$ cat src/rtl/led_tube_pkg.sv
// Shared constants for the seven-segment scanner: active-low segment
// patterns (bit order g f e d c b a) and segment bit positions.
package led_tube_pkg;

    localparam logic [6:0] SEG_0     = 7'b1000000;
    localparam logic [6:0] SEG_1     = 7'b1111001;
    localparam logic [6:0] SEG_2     = 7'b0100100;
    localparam logic [6:0] SEG_3     = 7'b0110000;
    localparam logic [6:0] SEG_4     = 7'b0011001;
    localparam logic [6:0] SEG_5     = 7'b0010010;
    localparam logic [6:0] SEG_6     = 7'b0000010;
    localparam logic [6:0] SEG_7     = 7'b1111000;
    localparam logic [6:0] SEG_8     = 7'b0000000;
    localparam logic [6:0] SEG_9     = 7'b0010000;
    localparam logic [6:0] SEG_A     = 7'b0001000;
    localparam logic [6:0] SEG_B     = 7'b0000011;
    localparam logic [6:0] SEG_C     = 7'b1000110;
    localparam logic [6:0] SEG_D     = 7'b0100001;
    localparam logic [6:0] SEG_E     = 7'b0000110;
    localparam logic [6:0] SEG_F     = 7'b0001110;
    localparam logic [6:0] SEG_DASH  = 7'b0111111;
    localparam logic [6:0] SEG_BLANK = 7'b1111111;

    localparam int unsigned SEG_BIT_A = 0;
    localparam int unsigned SEG_BIT_B = 1;
    localparam int unsigned SEG_BIT_C = 2;
    localparam int unsigned SEG_BIT_D = 3;
    localparam int unsigned SEG_BIT_E = 4;
    localparam int unsigned SEG_BIT_F = 5;
    localparam int unsigned SEG_BIT_G = 6;

endpackage

$ cat src/rtl/led_tube_mux_seg7_decode.sv
// Combinational 4-bit code to active-low seven-segment pattern.
// Codes 10-15 show hex letters, or a dash when hex decoding is disabled.
module seg7_decode
    import led_tube_pkg::*;
(
    input  logic [3:0] i_code,
    input  logic       i_hex_en,
    output logic [6:0] o_pat
);

    // Pattern lookup for the selected digit code
    always_comb begin
        o_pat = SEG_BLANK;
        case (i_code)
            4'h0:    o_pat = SEG_0;
            4'h1:    o_pat = SEG_1;
            4'h2:    o_pat = SEG_2;
            4'h3:    o_pat = SEG_3;
            4'h4:    o_pat = SEG_4;
            4'h5:    o_pat = SEG_5;
            4'h6:    o_pat = SEG_6;
            4'h7:    o_pat = SEG_7;
            4'h8:    o_pat = SEG_8;
            4'h9:    o_pat = SEG_9;
            4'hA:    o_pat = i_hex_en ? SEG_A : SEG_DASH;
            4'hB:    o_pat = i_hex_en ? SEG_B : SEG_DASH;
            4'hC:    o_pat = i_hex_en ? SEG_C : SEG_DASH;
            4'hD:    o_pat = i_hex_en ? SEG_D : SEG_DASH;
            4'hE:    o_pat = i_hex_en ? SEG_E : SEG_DASH;
            4'hF:    o_pat = i_hex_en ? SEG_F : SEG_DASH;
            default: o_pat = SEG_BLANK;
        endcase
    end

endmodule

$ cat src/rtl/led_tube_mux.sv
// Time-multiplexed N-digit seven-segment driver with shadowed frame loading,
// leading-zero blanking and 16-level PWM brightness; all outputs registered.
module led_tube_mux
    import led_tube_pkg::*;
#(
    parameter int unsigned NUM_DIGITS      = 4,
    parameter int unsigned DIV_WIDTH       = 8,
    parameter bit          HEX_EN          = 1'b1,
    parameter bit          SEG_ACTIVE_LOW  = 1'b1,
    parameter bit          WEI_ACTIVE_HIGH = 1'b1
) (
    input  logic                      clk,
    input  logic                      rst,
    input  logic [4*NUM_DIGITS-1:0]   data,
    input  logic [NUM_DIGITS-1:0]     dp_in,
    input  logic                      load,
    input  logic                      blank_lz,
    input  logic [3:0]                bright,
    output logic [NUM_DIGITS-1:0]     wei,
    output logic [6:0]                seg,
    output logic                      dp,
    output logic                      frame_done
);

    localparam logic [2:0]            LAST_IDX = 3'(NUM_DIGITS - 1);
    localparam logic [NUM_DIGITS-1:0] WEI_OFF  = WEI_ACTIVE_HIGH ? '0 : '1;
    localparam logic [6:0]            SEG_OFF  = SEG_ACTIVE_LOW ? 7'h7F : 7'h00;
    localparam logic                  DP_OFF   = SEG_ACTIVE_LOW ? 1'b1 : 1'b0;

    logic [DIV_WIDTH-1:0]    r_presc;
    logic [2:0]              r_idx;
    logic                    r_pend;
    logic [4*NUM_DIGITS-1:0] r_sh_data;
    logic [NUM_DIGITS-1:0]   r_sh_dp;
    logic                    r_sh_blz;
    logic [NUM_DIGITS-1:0]   r_wei;
    logic [6:0]              r_seg;
    logic                    r_dp;
    logic                    r_frame_done;

    logic                    w_wrap;
    logic                    w_boundary;
    logic [3:0]              w_code;
    logic                    w_dp_sel;
    logic                    w_lz_sel;
    logic                    w_zero_run;
    logic [NUM_DIGITS-1:0]   w_onehot;
    logic [6:0]              w_dec;
    logic [6:0]              w_pat;
    logic                    w_on;

    assign w_wrap     = &r_presc;
    assign w_boundary = w_wrap && (r_idx == LAST_IDX);
    assign w_on       = (r_presc[DIV_WIDTH-1 -: 4] <= bright);

    // Select the current digit and evaluate the leading-zero run from the top digit down
    always_comb begin
        w_code     = 4'd0;
        w_dp_sel   = 1'b0;
        w_lz_sel   = 1'b0;
        w_onehot   = '0;
        w_zero_run = r_sh_blz;
        for (int i = NUM_DIGITS - 1; i >= 0; i--) begin
            w_zero_run = w_zero_run && (r_sh_data[4*i +: 4] == 4'd0);
            if (r_idx == 3'(i)) begin
                w_code      = r_sh_data[4*i +: 4];
                w_dp_sel    = r_sh_dp[i];
                w_lz_sel    = w_zero_run && (i != 0);
                w_onehot[i] = 1'b1;
            end else begin
                w_onehot[i] = 1'b0;
            end
        end
    end

    seg7_decode u_decode (
        .i_code   (w_code),
        .i_hex_en (HEX_EN),
        .o_pat    (w_dec)
    );

    // Blank when PWM-off or suppressed as a leading zero
    always_comb begin
        if (!w_on || w_lz_sel) begin
            w_pat = SEG_BLANK;
        end else begin
            w_pat = w_dec;
        end
    end

    // Scan timing, load handshake and shadow frame registers
    always_ff @(posedge clk or negedge rst) begin
        if (!rst) begin
            r_presc      <= '0;
            r_idx        <= 3'd0;
            r_pend       <= 1'b0;
            r_sh_data    <= '0;
            r_sh_dp      <= '0;
            r_sh_blz     <= 1'b0;
            r_frame_done <= 1'b0;
        end else begin
            r_presc      <= r_presc + {{(DIV_WIDTH-1){1'b0}}, 1'b1};
            r_frame_done <= w_boundary;
            if (w_wrap) begin
                r_idx <= (r_idx == LAST_IDX) ? 3'd0 : r_idx + 3'd1;
            end else begin
                r_idx <= r_idx;
            end
            // A load in the boundary cycle itself is captured immediately
            if (w_boundary) begin
                r_pend <= 1'b0;
                if (r_pend || load) begin
                    r_sh_data <= data;
                    r_sh_dp   <= dp_in;
                    r_sh_blz  <= blank_lz;
                end else begin
                    r_sh_data <= r_sh_data;
                    r_sh_dp   <= r_sh_dp;
                    r_sh_blz  <= r_sh_blz;
                end
            end else begin
                r_pend <= r_pend || load;
            end
        end
    end

    // Registered pin drivers with polarity applied
    always_ff @(posedge clk or negedge rst) begin
        if (!rst) begin
            r_wei <= WEI_OFF;
            r_seg <= SEG_OFF;
            r_dp  <= DP_OFF;
        end else begin
            if (w_on) begin
                r_wei <= WEI_ACTIVE_HIGH ? w_onehot : ~w_onehot;
            end else begin
                r_wei <= WEI_OFF;
            end
            r_seg <= SEG_ACTIVE_LOW ? w_pat : ~w_pat;
            r_dp  <= (w_on && w_dp_sel) ? ~DP_OFF : DP_OFF;
        end
    end

    assign wei        = r_wei;
    assign seg        = r_seg;
    assign dp         = r_dp;
    assign frame_done = r_frame_done;

endmodule

$ cat config.mk
export PLATFORM = sky130hd
export DESIGN_NAME = led_tube_mux
export DESIGN_NICKNAME = d
export VERILOG_FILES = /design/src/rtl/led_tube_pkg.sv /design/src/rtl/led_tube_mux_seg7_decode.sv /design/src/rtl/led_tube_mux.sv
export SDC_FILE = /design/constraint.sdc
export NUM_CORES = 1
export LEC_CHECK = 0
export ABC_AREA = 1
export CELL_PAD_IN_SITES_DETAIL_PLACEMENT = 1
export CELL_PAD_IN_SITES_GLOBAL_PLACEMENT = 2
export CORE_UTILIZATION = 30
export CTS_CLUSTER_SIZE = 30
export DETAILED_ROUTE_END_ITERATION = 6
export HOLD_SLACK_MARGIN = 0.05
export PLACE_DENSITY = 0.86
export SKIP_LAST_GASP = 1
export SLEW_MARGIN = 20
export SYNTH_ARGS = -nofsm -noshare
export SYNTH_HDL_FRONTEND = slang
export SYNTH_SLANG_ARGS = --single-unit
$ cat constraint.sdc
create_clock -name clk -period 4.1 [get_ports clk]
set_input_delay 0.82 -clock clk [delete_from_list [all_inputs] [get_ports clk]]
set_output_delay 0.82 -clock clk [all_outputs]
set_load 0.05 [all_outputs]
==> metrics.md <==
| Metric | Value |
|---|---|
| Status | `complete, no violations` |
| Top area cells in the synthesized netlist | `dfrtp_1 (39%), dfstp_2 (8.6%), nor2_1 (6.6%)` |
| Clock Pin Slew Worst Setup and Hold Paths | `0.09 ns` |
| Worst rel slew slack | `between 50 and 60%` |
| WP buf/inv | `1` |
| Worst-Skew Late Latency | `just over 0.3 ns` |
| Final setup fails | `0` |
| Worst Setup End Kind | `output pin` |
| Final worst setup slack | `roughly 1.7 ns` |
| HPWL after DPL | `3.83 mm` |
| YS warnings | `0` |
| Crit path kind | `flop to output pin` |
| Ports | `a little over 40` |
| Leakage power figure | `1.54 nW` |
| First-pass GRT wire length | `roughly 9.2 mm` |
| DRT antenna net count | `0` |
| Synth Instances | `around 270` |
| Tot GR Track Use | `between 10 and 15%` |
| Overall die area | `between 8000 and 9000 sq um` |
| Largest fanout on the critical path | `1` |
| Postcts setup bufs | `0` |
| Clock Power Share | `about 40%` |
| Final nets | `roughly 350` |
| Clk root buf | `clkbuf_8` |
| Global route hottest layer | `met2` |
| Finished Cell Area | `3020 sq um` |
| CTS sink cnt | `46` |
| Initial core utilization | `approximately 31%` |
| Total Wirelength | `5.08 mm` |
| Highest clock rate | `~410 MHz` |
| Setup TNS Final | `0 ns` |
| Rows | `32` |
| Number of global-route vias before repair | `between 1500 and 2000` |
| Netlist Area Pre-Place | `2440 sq um` |
| Antenna cells | `0` |
| Worst path arrival time | `1.63 ns` |
| Synth Area per Inst | `approximately 8.9 sq um` |
| Area leader, netlist | `dfrtp_1` |
| CTS Hold Buffers Added | `0` |
| Synth Area in Simple Gates | `around 25%` |
| 1st-iter DRT viols | `62` |
| Hold Vio Cnt, Final | `0` |
| PortBufs | `40` |
| Peak supply drop | `between 0.1 and 0.15 mV` |
| Hold Crit Class | `flop to flop` |
| Max-cap violation count | `0` |
| Switching pwr | `just under 0.0002 W` |
| # fillers | `a little over 900` |
| Width of the chip | `between 90 and 100 um` |
| Sequential area share after synthesis | `a little under half` |
| Actual transition at the worst max-transition pin | `around 0.73 ns` |
| Fraction of layout cells with a size suffix above 1 | `16.2%` |
| Area of the multi-input gates | `around 1100 sq um` |
| CTS resizes | `0` |
| Flip-flop and latch area | `roughly 1200 sq um` |
| Cell Area, Placed | `a little under 3000 sq um` |
| Fin Hold WS | `between 0.4 and 0.5 ns` |
| Worst Path Required | `between 3 and 4 ns` |
| Drt pass-1 iters | `4` |
| RSZ-0062 raised after global routing | `false` |
| TritonCTS clock tree | `yes` |
| Main combinational cell family by area after synthesis | `simple AND/OR/NAND/NOR gates` |
| Top cells by count, synth | `nor2_1 (43), nand2_1 (39), dfrtp_1 (38), inv_1 (37), nand3_1 (26)` |
| Dominant synthesized flop cell | `dfrtp_1` |
| Die H | `a little over 90 um` |
| Sequential power share | `53.0%` |
| Antenna violations before repair | `0` |
| Drt wl/cell | `12.2 um` |
| Met3 Usage GRT | `under 10%` |
| Cell family with most CP delay | `buffers and inverters` |
| RePlAce Congestion | `roughly 0.8` |
| Area fraction in compound gates after synthesis | `between 6 and 7%` |
| Period Utilization, post-route | `about 60%` |
| Mapped Nets | `slightly above 300` |
| DR vias | `roughly 1800` |
| Number of synthesized flops with an enable pin | `0` |
| Crit-path max cell delay | `~0.80 ns` |
| Core ar. | `7810 sq um` |
| Vias per cell | `4.32` |
| CTS Buf Count | `5` |
| Asr flop ratio synth | `100%` |
| CP Cell Sequence | `clkdlybuf4s50_1` |
| Met2 Use GR | `between 20 and 25%` |
| Synth cell types | `32` |
| Area Growth Syn to Fin | `23.9%` |
| Fin. max-slew vios | `0` |
| Register bit total from synthesis | `46` |
| Worst path slowest cell | `clkdlybuf4s50_1` |
| Most common cell in the netlist | `nor2_1` |
| DRC Markers | `0` |
| GRT overflow | `0` |
| Post-synthesis mux area share | `about 6.5%` |
| Post-route minimum period | `~2.4 ns` |
| Switching share of power | `roughly 22%` |
| Critical path launch point type | `flop` |
| Logic pwr share | `7.0%` |
| Internal power | `about 0.00067 W` |
| M1 GR Usage | `18.9%` |
| Post-synth top area share | `about two fifths` |
| Synth Area in Adders | `roughly 4.6%` |
| Cell Pwr Density | `~290 nW/um^2` |
| CTS H-Tree Depth | `2` |
| Pre-CTS setup slack | `roughly 1.4 ns` |
| Worst Skew | `between 0.007 and 0.008 ns` |
| Layout Utilization | `38.7%` |
| Worst-case clock buffer depth | `2` |
| Largest net degree at the start of global routing | `47` |
| Post-Synth XOR/XNOR Area | `2.15%` |
## cells by family (layout without fill, tap and decap cells)
| logic type | count (synthesis) | count (layout) |
|---|---|---|
| buf+inv | 47 | 89 |
| fa+ha+maj | 9 | 9 |
| compound gates | 25 | 25 |
| flops | 46 | 46 |
| simple gates | 129 | 129 |
| xor+xnor | 6 | 6 |
| mux | 11 | 11 |
## sequential cells by signal, indices dropped and copies added (netlist names)
| signal | cells |
|---|---|
| r_sh_dp | 4 |
| frame_done | 1 |
| r_sh_data | 16 |
| r_presc | 8 |
| r_idx | 3 |
| wei | 4 |
| r_pend | 1 |
| r_sh_blz | 1 |
| seg | 7 |
| dp | 1 |
## metrics by stage
| stage | instances | total power, W |
|---|---|---|
| CTS | 417 | 0.000883 |
| global route | 417 | 0.000907 |
| detailed placement | 409 | 0.000530 |
| finish | 417 | 0.000867 |
| floorplan | 273 | 0.000487 |
| global placement | 409 | 0.000529 |
## worst reg2reg max path: cells and delay by family, from the launching register on
kind | cells | cell delay [ns]
adder cells (fa/ha/maj) | 1 | 0.18
buffers and inverters | 2 | 0.17
flip-flops | 1 | 0.40
multiplexers | 1 | 0.48
AND/OR/NAND/NOR | 3 | 0.77
## power groups by stage
stage               registers (W)  clock network, W   logic [W]
floorplan                0.000480                 0  0.00000732
global route             0.000460          0.000380   0.0000669
CTS                      0.000459          0.000361   0.0000618
global placement         0.000468                 0   0.0000610
finish                   0.000459          0.000347   0.0000604
detailed placement       0.000468                 0   0.0000617
## final cells by class
type                            instances  area share [%]
Inverter                               41            5.10
Timing Repair Buffer                   40            13.2
Multi-Input combinational cell        180            35.3
Clock inverter                          3            1.45
Sequential cell                        46            38.4
Tap cell                              102            4.23
Clock buffer                            5            2.28
## layer usage
metal / vias to the layer above / wire (um)
met5: - / 0
met1: 832 / 2560
met2: 30 / 2300
met4: 0 / 84
li1: 934 / -
met3: 7 / 136
## cells in the final DEF, fill, tap and decap left out, types with 6 or more instances in the layout
cell             netlist  routed
dfstp_2                8       8
nand3_1               26      26
nand2_1               39      39
dfrtp_1               38      38
ha_1                   9       9
clkdlybuf4s50_1        0      39
xor2_1                 6       6
a21oi_1               12      12
o21ai_0                7       7
inv_1                 37      37
mux2_4                 9       9
nor2_1                43      43
## worst paths after layout
kind,start,end,slack [ns],cells after the start
worst max-delay path,seg[0],seg[0],1.65,1
max in group asynchronous,rst,r_sh_dp[2],3.22,1
worst min-delay path,r_sh_dp[0],dp,0.44,1
min in group asynchronous,rst,frame_done,0.50,1
worst max register to register,r_idx[0],r_sh_data[10],2.00,7
worst min register to register,r_sh_dp[0],dp,0.44,1
No activity file was read; power rests on OpenSTA's default activity.
